--- src/rtl/audio_source_arbiter.sv ---
`default_nettype none
// ============================================================================
// Module   : audio_source_arbiter
// Purpose  : Buffers two stereo sample streams in per-source FIFOs and, on
//            each serializer reload strobe, presents src0, src1, their
//            signed per-channel mix, or silence.
// Revision : 1.0 - initial release
// ----------------------------------------------------------------------------
// Ports
//   clk_74a       in   1   sole clock, rising edge
//   reset         in   1   asynchronous, active-high
//   srcN_valid    in   1   source N offers a sample
//   srcN_data     in  32   {left[31:16], right[15:0]}, signed
//   srcN_ready    out  1   source N FIFO not full (registered)
//   mode          in   2   00 src0, 01 src1, 10 mix, 11 mute
//   sample_req    in   1   serializer reload strobe
//   sample_out    out 32   sample presented to the serializer
//   sample_valid  out  1   one-cycle strobe on sample_out update
//   req_dropped   out  1   sticky: a sample_req was lost
//   underrun_cnt  out 16   saturating underrun event count
// Build option
//   AUDIO_ARB_UNDERRUN_CNT_EN : when defined, underrun_cnt and req_dropped
//   are live; otherwise both are tied to zero.
// ============================================================================
module audio_source_arbiter #(
    parameter int FIFO_DEPTH = 4,
    parameter int SAT_MIX    = 1
) (
    input  logic        clk_74a,
    input  logic        reset,
    input  logic        src0_valid,
    input  logic [31:0] src0_data,
    output logic        src0_ready,
    input  logic        src1_valid,
    input  logic [31:0] src1_data,
    output logic        src1_ready,
    input  logic [1:0]  mode,
    input  logic        sample_req,
    output logic [31:0] sample_out,
    output logic        sample_valid,
    output logic        req_dropped,
    output logic [15:0] underrun_cnt
);

    localparam int              c_AW        = (FIFO_DEPTH > 1) ? $clog2(FIFO_DEPTH) : 1;
    localparam logic [c_AW:0]   c_DEPTH     = (c_AW + 1)'(FIFO_DEPTH);
    localparam logic [c_AW:0]   c_CNT_ONE   = (c_AW + 1)'(1);
    localparam logic [c_AW-1:0] c_PTR_ONE   = c_AW'(1);

    typedef enum logic [1:0] {
        S_IDLE    = 2'd0,
        S_FETCH   = 2'd1,
        S_MIX     = 2'd2,
        S_PRESENT = 2'd3
    } state_t;

    state_t      r_state;
    logic [1:0]  r_mode;
    logic        r_pending;
    logic [31:0] r_last [2];
    logic [31:0] r_sample_out;
    logic        r_sample_valid;

    logic [1:0]  w_valid;
    logic [31:0] w_data [2];
    logic [1:0]  w_ready;
    logic [1:0]  w_push;
    logic [1:0]  w_pop;
    logic [1:0]  w_empty;
    logic [1:0]  w_sel;
    logic [31:0] w_head [2];
    logic [31:0] w_result;

    assign w_valid   = {src1_valid, src0_valid};
    assign w_data[0] = src0_data;
    assign w_data[1] = src1_data;
    assign w_push    = w_valid & w_ready;
    // Only sources selected by the latched mode are popped, and only if they hold data.
    assign w_pop     = (r_state == S_FETCH) ? (w_sel & ~w_empty) : 2'b00;

    assign src0_ready   = w_ready[0];
    assign src1_ready   = w_ready[1];
    assign sample_out   = r_sample_out;
    assign sample_valid = r_sample_valid;

    always_comb begin
        w_sel = 2'b00;
        case (r_mode)
            2'b00:   w_sel = 2'b01;
            2'b01:   w_sel = 2'b10;
            2'b10:   w_sel = 2'b11;
            default: w_sel = 2'b00;
        endcase
    end

    // ------------------------------------------------------------------------
    // Per-source FIFOs. Occupancy counter drives a registered not-full flag
    // computed from the next count, so ready never looks at a same-cycle pop.
    // ------------------------------------------------------------------------
    for (genvar gi = 0; gi < 2; gi++) begin : g_fifo
        logic [31:0]     r_mem [FIFO_DEPTH];
        logic [c_AW-1:0] r_wr_ptr;
        logic [c_AW-1:0] r_rd_ptr;
        logic [c_AW:0]   r_count;
        logic [c_AW:0]   w_count_nxt;
        logic            r_ready;

        always_comb begin
            w_count_nxt = r_count;
            if (w_push[gi] && !w_pop[gi]) begin
                w_count_nxt = r_count + c_CNT_ONE;
            end else if (!w_push[gi] && w_pop[gi]) begin
                w_count_nxt = r_count - c_CNT_ONE;
            end
        end

        always_ff @(posedge clk_74a or posedge reset) begin
            if (reset) begin
                r_wr_ptr <= '0;
                r_rd_ptr <= '0;
                r_count  <= '0;
                r_ready  <= 1'b0;
            end else begin
                if (w_push[gi]) r_wr_ptr <= r_wr_ptr + c_PTR_ONE;
                if (w_pop[gi])  r_rd_ptr <= r_rd_ptr + c_PTR_ONE;
                r_count <= w_count_nxt;
                r_ready <= (w_count_nxt != c_DEPTH);
            end
        end

        // Storage needs no reset: pointers define what is valid.
        always_ff @(posedge clk_74a) begin
            if (w_push[gi]) r_mem[r_wr_ptr] <= w_data[gi];
        end

        assign w_head[gi]  = r_mem[r_rd_ptr];
        assign w_empty[gi] = (r_count == '0);
        assign w_ready[gi] = r_ready;
    end

    // Signed 16-bit add; clamps on overflow when SAT_MIX is nonzero.
    function automatic logic [15:0] add16(input logic [15:0] a, input logic [15:0] b);
        logic [16:0] s;
        s = {a[15], a} + {b[15], b};
        if ((SAT_MIX != 0) && (s[16] != s[15])) begin
            return s[16] ? 16'h8000 : 16'h7FFF;
        end
        return s[15:0];
    endfunction

    // r_last doubles as the operand: a pop refreshes it, an underrun keeps it.
    always_comb begin
        w_result = 32'h0;
        case (r_mode)
            2'b00:   w_result = r_last[0];
            2'b01:   w_result = r_last[1];
            2'b10:   w_result = {add16(r_last[0][31:16], r_last[1][31:16]),
                                 add16(r_last[0][15:0],  r_last[1][15:0])};
            default: w_result = 32'h0;
        endcase
    end

    // ------------------------------------------------------------------------
    // Controller
    // ------------------------------------------------------------------------
    always_ff @(posedge clk_74a or posedge reset) begin
        if (reset) begin
            r_state        <= S_IDLE;
            r_mode         <= 2'b00;
            r_pending      <= 1'b0;
            r_last[0]      <= 32'h0;
            r_last[1]      <= 32'h0;
            r_sample_out   <= 32'h0;
            r_sample_valid <= 1'b0;
        end else begin
            r_sample_valid <= 1'b0;
            // A request while busy is remembered once; extras are lost.
            if (r_state != S_IDLE && sample_req) r_pending <= 1'b1;
            case (r_state)
                S_IDLE: begin
                    if (sample_req || r_pending) begin
                        r_state   <= S_FETCH;
                        r_mode    <= mode;
                        // Both a pending and a new request: one is served now,
                        // the other stays pending.
                        r_pending <= sample_req && r_pending;
                    end
                end
                S_FETCH: begin
                    for (int i = 0; i < 2; i++) begin
                        if (w_pop[i]) r_last[i] <= w_head[i];
                    end
                    r_state <= S_MIX;
                end
                S_MIX: begin
                    r_sample_out   <= w_result;
                    r_sample_valid <= 1'b1;
                    r_state        <= S_PRESENT;
                end
                default: begin
                    r_state <= S_IDLE;
                end
            endcase
        end
    end

`ifdef AUDIO_ARB_UNDERRUN_CNT_EN
    logic        w_underrun;
    logic        w_drop;
    logic [15:0] r_underrun_cnt;
    logic        r_req_dropped;

    // Any empty selected source makes the whole sample one underrun event.
    assign w_underrun = (r_state == S_FETCH) && (|(w_sel & w_empty));
    assign w_drop     = sample_req && r_pending && (r_state != S_IDLE);

    always_ff @(posedge clk_74a or posedge reset) begin
        if (reset) begin
            r_underrun_cnt <= 16'h0;
            r_req_dropped  <= 1'b0;
        end else begin
            if (w_underrun && (r_underrun_cnt != 16'hFFFF)) begin
                r_underrun_cnt <= r_underrun_cnt + 16'h1;
            end
            if (w_drop) r_req_dropped <= 1'b1;
        end
    end

    assign underrun_cnt = r_underrun_cnt;
    assign req_dropped  = r_req_dropped;
`else
    assign underrun_cnt = 16'h0;
    assign req_dropped  = 1'b0;
`endif

endmodule
`default_nettype wire

--- config.mk ---
export PLATFORM = sky130hd
export DESIGN_NAME = audio_source_arbiter
export DESIGN_NICKNAME = d
export VERILOG_FILES = /design/src/rtl/audio_source_arbiter.sv
export SDC_FILE = /design/constraint.sdc
export NUM_CORES = 1
export LEC_CHECK = 0
export ABC_AREA = 1
export CORE_ASPECT_RATIO = 1.1
export CORE_MARGIN = 2
export CORE_UTILIZATION = 59
export CTS_CLUSTER_SIZE = 12
export DETAILED_ROUTE_END_ITERATION = 10
export PLACE_DENSITY = 0.8
export RECOVER_POWER = 100
export SYNTH_ARGS = -nofsm -noshare
export SYNTH_HDL_FRONTEND = slang
export SYNTH_SLANG_ARGS = --single-unit
--- constraint.sdc ---
create_clock -name clk_74a -period 5.5 [get_ports clk_74a]
set_input_delay 1.65 -clock clk_74a [delete_from_list [all_inputs] [get_ports clk_74a]]
set_output_delay 1.65 -clock clk_74a [all_outputs]
set_load 0.005 [all_outputs]
Word level (Yosys, flattened, before mapping):

Memory sizes are Yosys's and may differ from the RTL's. A register that Yosys moved wholly into a read port is not among the register bits.
Index checks and enable logic that the tools add are counted.

* output and inout port bits: 52
* input bits: 71
* latch bits: 0
* flip-flop bits (word level): 54
* memories kept: 2
* RAM bits: 256
* word-level logic and storage cells: 83
* ROM bits: 0

* add/sub/neg operators: 10
* reductions and logical operators: 19
* shift-type cells: 0
* divide/modulo/power cells: 0
* multiplexer cells: 27
* bitwise operators: 3
* eq/ne operators: 9
* $mul: 0
* $lt $le $gt $ge: 0

Memories
* g_fifo[0].r_mem: words 4, width 32, read ports 1, clocked after Yosys merged registers in 1, wr ports 1, line 101 `logic [31:0] r_mem [FIFO_DEPTH];`
* g_fifo[1].r_mem: words 4, width 32, read ports 1, clocked after Yosys merged registers in 1, wr ports 1, line 101

Operators with widths (count)
* two-way mux 16 bit: 6
* one-hot mux 32 bit (3 select lines): 1
* adder 16 x 16 -> 17 bit: 2
* two-way mux 1 bit: 12
* two-way mux 3 bit: 4
* one-hot mux 2 bit (3 select lines): 2
* adder 2 x 1 -> 2 bit (second input constant): 4
* adder 3 x 1 -> 3 bit (second input constant): 2
* logical AND 1 bit: 6
* zero test 3 bit: 2
* != test 3 bit (second input constant): 2
* AND reduction 2 bit: 3
* subtractor 3 x 1 -> 3 bit (second input constant): 2
* AND 2 bit: 2
* equality test 2 x 1 -> 1 bit (second input constant): 2
* equality test 2 bit (second input constant): 2
* zero test 1 bit: 4
* zero test 2 bit: 2
* two-way mux 2 bit: 2
* != test 1 bit: 2
* != test 2 bit (second input constant): 1
* NOT 2 bit: 1
* nonzero test 2 bit: 1
* logical OR 1 bit: 1

Depth between registers and ports, before layout:

Gate-level depths: netlist (run 1).

* depth in word-level cells: 8
* depth in mapped cells: 19
* mapped depth without buffers: 18

Worst setup path before layout (run 1):

No wires, ideal clock.

* path kind: in2reg
* start: input port src1_valid
* end: memory g_fifo[1].r_mem[0][0] (enable)
* stages: 2
* buffers on the path: 0
* library setup time: 0.421 ns
* slack: 1.916 ns
* required time: 5.079 ns
* arrival: 3.163 ns
* cells stage by stage: nand2_1 > nor2_1

* longest elaborated chain between the ends: 3

Ends and longest elaborated chain
* from (decl): line 34 `input logic src1_valid,`
* AND 2 bit: line 77 `assign w_push = w_valid & w_ready;`
* two-way mux 1 bit: line 133 `if (w_push[gi]) r_mem[r_wr_ptr] <= w_data[gi];`
* two-way mux 1 bit (implied by the code): line 133
* to (decl): line 101

No other way between the ends.

Worst setup path in the final report (run 1):

* start: input port src0_valid
* end: memory g_fifo[0].r_mem[1][10] (enable)

* longest elaborated chain between the ends: 3

Ends and longest elaborated chain
* from (decl): line 31 `input logic src0_valid,`
* AND 2 bit: line 77
* two-way mux 1 bit: line 133
* two-way mux 1 bit (implied by the code): line 133
* to (decl): line 101

No other way between the ends.

==> metrics.txt, run 1 <==
largest net degree at the start of global routing=76; clock latency on the worst-skew pair=~0.52 ns; Crit path largest cell delay=roughly 1.4 ns; WP data required=about 5.6 ns; hold depth=2; Mapped Area=between 0.015 and 0.02 mm²; clock sink count=374; DRC=10; # resized after CTS=0; Worst Clk Skew=about 0.015 ns; initial antenna violation count=0; vias in the first global route=12,210; final worst slack=1.592 ns; Cell Chain, Critical Path=dlygate4sd3_1, nand2_1, nor2_2, clkbuf_1; IO Pins=around 120; Max rail drop VDD=approximately 0.00033 V; diode count=0; worst slew margin relative to its limit=-36.88%; HPWL after detailed placement=approximately 27,000 µm; syn_area_per_cell=~10 µm²; min-delay src=sample_out[28]; synth top area cells=edfxtp_1 (44%), dfrtp_1 (17%), nand2_1 (8.5%), o21ai_0 (4.9%), nor2_1 (4.3%); Core Util, Final=68.70%; Post-CTS Hold Buffers=0; starting density of the core=approximately 60%; critical path's slowest cell=clkbuf_1; Routed Antenna Nets=0; GPL Wtd Cong=around 0.9; I/O Buffers=around 110; RR Startpoint=r_state[0]; violated checks=design-rule violations, max-capacitance violations, max-slew violations; startpoint types=input port; hold endpoint=sample_out[28]; Post-CTS Setup Repair Bufs=0; leak pwr=0.008306 µW; reg2reg setup slack=around 1.9 ns; CTS tree=built; Clock Path Buffers=3; area of the core=0.02879 mm²; total routed wirelength=between 30,000 and 40,000 µm; Cell Area, Placed=0.01864 mm²; final setup violating endpoints=0; FMAX=roughly 260 MHz; actual slew at the worst max-slew pin=2.053 ns; DRT iter0 DRCs=~1,200; WL met1=16,040 µm; DRT Pass-1 Iters=8; delay-heaviest family, CP=buffers and inverters; CTS buffer count=39; r2r endpoint=sample_out[31]; Synth area leader=edfxtp_1; Vias/cell=approximately 5.6; max-slew violations=about 460; Worst Path Buf+Inv=2; grt total ovfl=0; final hold vios=0; YS warnings=0; crit path time final=just under 4 ns; GRT Util Overall=26.44%; RSZ-0062 raised after global routing=no; worst setup path category=input port to flop; Max Cap Viol=12; fin nets=between 1,500 and 2,000; highest metal layer with signal wires=met4; share of layout cells above drive strength 1=6.087%; die width=roughly 170 µm; Wirelength per Cell=roughly 18 µm; Seq/Total Area, Yosys=between 60% and 70%; status=finished with violations; Synth Instances=1,724; # H-tree levels=2; CTS clk-pin slew, worst paths=0.06 ns; dpl ws=2.223 ns; routed wl met3=2611 µm; Yosys reg bits=around 370; HP Class=flop to flop; path depth of the worst reg2reg path=6; Fin Setup TNS=0 ns; share of the synthesized area in the top cell type=between 40 and 50%; area growth from synthesis to layout=14.02%; Fillers=~2,100; met2 routed WL=between 15,000 and 20,000 µm; Clock Root Buffer=clkbuf_16; die area=a little over 0.03 mm²; post-layout instance area=a little under 0.02 mm²; first-pass GRT wire length=~64,000 µm; fin crit share=approximately 71%; Vias=12,460; Cell Pwr Density=approximately 590 mW/mm²; die height=~180 µm; Yosys cell types=37; crit path DAT=~4.0 ns; CP Capture Type=flop; CP max FO=32; overall power=between 10,000 and 15,000 µW; Cell Rows=65
==> worst max-delay path by stage <==
stage,to,startpoint,cells past startpoint
2_1_floorplan,g_fifo[0].r_count[0],reset,1
3_3_place_gp,g_fifo[1].r_mem[0][31],src1_valid,4
3_5_place_dp,g_fifo[0].r_mem[1][13],src0_valid,4
4_1_cts,sample_out[5],sample_out[5],1
5_1_grt,sample_out[15],r_state[0],6
6_report,g_fifo[0].r_mem[1][10],src0_valid,4
==> metrics by stage <==
| step | hold slack [ns] | cells |
|---|---|---|
| detailed placement | 0.4657 | 2141 |
| global placement | 0.4664 | 2141 |
| finish | 0.4729 | 2208 |
| floorplan | 0.4480 | 1740 |
| CTS | 0.4815 | 2208 |
| global route | 0.4985 | 2208 |
==> cells in the mapped netlist (all sizes together) <==
| cell type | n |
|---|---|
| nand3b | 8 |
| or2 | 1 |
| and2 | 4 |
| o21ai | 172 |
| xnor2 | 16 |
| inv | 193 |
| dfrtp | 118 |
| conb | 1 |
| a221oi | 1 |
| edfxtp | 256 |
| nand4 | 4 |
| clkinv | 2 |
| nor3 | 8 |
| o21bai | 4 |
| buf | 40 |
| nand3 | 51 |
| and3 | 1 |
| a21oi | 26 |
| nand2 | 411 |
| ha | 53 |
| o22ai | 64 |
| nor2 | 197 |
| o32ai | 32 |
| clkbuf | 49 |
| fa | 2 |
| a22oi | 1 |
| xor2 | 9 |
==> per-layer routing <==
metal | track usage (%) | up-vias
met5 | 0 | -
met4 | 9.287 | 0
met3 | 3.703 | 86
met2 | 45.73 | 487
met1 | 34.62 | 5945
li1 | - | 5937
==> layout by cell type, fill, tap and decap left out, types with 5 or more instances in the layout <==
master	count
ha_1	53
conb_1	17
nand3_1	39
a21oi_2	5
nor2_2	8
dfrtp_1	117
a21oi_1	18
dlygate4sd3_1	103
nand2_1	392
nand2_2	19
nand3b_1	8
xnor2_1	16
o32ai_1	32
edfxtp_1	256
o22ai_1	64
buf_4	6
o21ai_0	172
nand3_2	12
nor2_1	189
clkbuf_1	29
clkbuf_16	39
inv_1	187
xor2_1	9
==> logic make-up after synthesis <==
kind of cell               share of synthesized area (%)
AOI/OAI and AO/OA                                  10.21
xor gates and xnor gates                           1.262
adders and majority gates                          4.054
buffers and inverters                              6.809
DFF                                                61.34
other                                            0.02162
and+or+nand+nor                                    16.30
==> sequential cells by signal, summed over array words and instances, names as in the netlist <==
| signal | cells |
|---|---|
| r_pending | 1 |
| g_fifo.r_rd_ptr | 4 |
| g_fifo.r_mem | 256 |
| sample_out | 32 |
| src1_ready | 1 |
| g_fifo.r_wr_ptr | 4 |
| r_state | 2 |
| r_last | 64 |
| g_fifo.r_count | 6 |
| r_mode | 2 |
| sample_valid | 1 |
| src0_ready | 1 |
==> worst min-delay path, delay by kind of cell (launching register included) <==
kind	cells	cell delay, ns
and+or+nand+nor	2	0.11
DFF	1	0.33
==> final cells by class <==
class | count | area [µm²] | area share [%]
Sequential cell | 374 | 10640 | 53.81
Multi-Input combinational cell | 1082 | 5604 | 28.34
Timing Repair Buffer | 122 | 1154 | 5.833
Clock buffer | 59 | 1061 | 5.365
Inverter | 195 | 734.5 | 3.714
Tap cell | 368 | 460.4 | 2.328
Clock inverter | 8 | 122.6 | 0.6200
==> where the power goes <==
| part | leakage, µW | total (µW) | switching, µW | internal [µW] |
|---|---|---|---|---|
| sequential | 0.00384 | 4130 | 306 | 3820 |
| clock | 0.000570 | 2480 | 1010 | 1470 |
| combinational | 0.00390 | 5060 | 3400 | 1660 |
(Power assumes the default switching activity.)
==> run 2: changes to the inputs <==
clock period = 4 ns   (was 5.5 ns; I/O delays follow)
==> metrics.txt, run 2 (synthesis gave the netlist of run 1 again) <==
Cell Chain, Critical Path=dlygate4sd3_1, clkinvlp_4, clkbuf_4; Max rail drop VDD=about 0.00042 V; startpoint types=input port; fin nets=1,943; DRC=9; status=finished with violations; # resized after CTS=0; clock sink count=approximately 370; delay-heaviest family, CP=buffers and inverters; die height=about 180 µm; leak pwr=0.008343 µW; critical path's slowest cell=clkbuf_4; share of layout cells above drive strength 1=under 10%; max reg flops=around 260; worst setup path category=input port to async pin; post-layout instance area=around 0.020 mm²; Post-CTS Hold Buffers=0; Clock Root Buffer=clkbuf_16; violated checks=design-rule violations, max-capacitance violations, max-slew violations; grt total ovfl=0; Post-CTS Setup Repair Bufs=0; r2r endpoint=sample_out[15]; area growth from synthesis to layout=14.19%; IO Pins=~120; GRT Util Overall=26.78%; most common cell after layout, fill and taps aside=nand2_1; crit path DAT=between 3 and 4 ns; die width=about 170 µm; reg2reg setup slack=~1.1 ns; Clock Path Buffers=3; final setup violating endpoints=0; most frequent cells in the layout=nand2_1 (392), edfxtp_1 (256), nor2_1 (189); I/O Buffers=approximately 110; WP data required=between 4 and 5 ns; Cell Rows=65; worst slew margin relative to its limit=-36.56%; vias in the first global route=roughly 12,000; met2 routed WL=19,870 µm; clock latency on the worst-skew pair=~0.52 ns; Vias/cell=5.651; DRT Pass-1 Iters=8; CTS buffer count=39; die area=between 0.03 and 0.04 mm²; actual slew at the worst max-slew pin=2.041 ns; HP Class=flop to flop; # H-tree levels=2; Crit. Startpoint=reset; Routed Antenna Nets=0; Max Cap Viol=2; CP max FO=roughly 120; initial antenna violation count=0; CTS tree=built; Crit path largest cell delay=about 1.2 ns; Finished Layout Cells=~2,200; Worst Path Buf+Inv=3; Top reg by flops=g_fifo.r_mem; path depth of the worst reg2reg path=6; diode count=0; RSZ-0062 raised after global routing=no; FMAX=between 300 and 400 MHz; CTS clk-pin slew, worst paths=~0.060 ns; Cells after DPL=around 2,100; largest net degree at the start of global routing=around 120; crit path capture=g_fifo[1].r_rd_ptr[0]; Fin Setup TNS=0 ns; WL met1=16,970 µm; max-slew violations=approximately 150; Vias=~13,000; HPWL after detailed placement=between 20,000 and 30,000 µm; final hold vios=0; routed wl met3=between 2000 and 2500 µm; number of cells on the critical path=3; Worst Clk Skew=between 0.01 and 0.015 ns; Wirelength per Cell=18.24 µm; Cell Pwr Density=810.9 mW/mm²; highest metal layer with signal wires=met4; starting density of the core=between 60% and 70%; min-delay src=sample_out[10]; Fillers=approximately 2,200; CP Capture Type=async pin; total routed wirelength=just over 40,000 µm; DRT iter0 DRCs=about 1,200; RR Startpoint=r_state[0]; first-pass GRT wire length=between 60,000 and 70,000 µm; fin crit share=between 70% and 80%; Cell Area, Placed=~0.019 mm²; crit path time final=about 3 ns; GPL Wtd Cong=between 0.9 and 1; area of the core=approximately 0.029 mm²
run 2: cell count changes in the layout (fill, tap and decap cells not counted), moves of 2 or more:
cell and delta:
buf_4 +4, bufinv_16 -2, clkbuf_1 -8, clkbuf_2 +7
clkbuf_8 +3, clkinv_2 +2, inv_4 -2
run 2: worst min-delay path by stage:
stage,to,depth (start not counted)
after floorplan,r_pending,2
after global placement,r_pending,2
after detailed placement,sample_out[21],2
after CTS,sample_out[13],2
after global routing,sample_out[8],2
final,sample_out[10],2
run 2: per-layer routing:
metal  vias to the layer above  track usage, %
li1                       5937               -
met2                       473           45.78
met3                        77           2.670
met5                         -               0
met1                      6025           36.48
met4                         0           8.939
run 2: final cells by class:
class / count / area [µm²] / share of cell area (%)
Clock buffer: 63 / 1106 / 5.584
Clock inverter: 7 / 66.31 / 0.3348
Inverter: 195 / 735.7 / 3.714
Multi-Input combinational cell: 1082 / 5604 / 28.29
Sequential cell: 374 / 10640 / 53.73
Tap cell: 368 / 460.4 / 2.325
Timing Repair Buffer: 125 / 1192 / 6.020
run 2: through the flow:
stage                     worst slack, ns  util (%)  hold slack (ns)  power, µW
after floorplan                    0.8659         -           0.4480      10650
after global routing               0.7084     68.80           0.5121      17150
final                               1.081     68.80           0.4807      16060
after CTS                           1.330     68.93           0.4854      16140
after detailed placement            1.172     64.85           0.4658      12740
after global placement              1.217     64.85           0.4652      12480
run 2: tightest hold or removal path, delay by kind of cell (launching register included):
kind	cells	cell delay, ns
and+or+nand+nor	2	0.11
DFF	1	0.34
run 2: power breakdown:
group / internal [µW] / leakage, µW / switching, µW / total (µW)
logic: 2320 / 0.00394 / 4720 / 7030
registers: 5240 / 0.00384 / 432 / 5670
clock network: 1960 / 0.000567 / 1400 / 3360
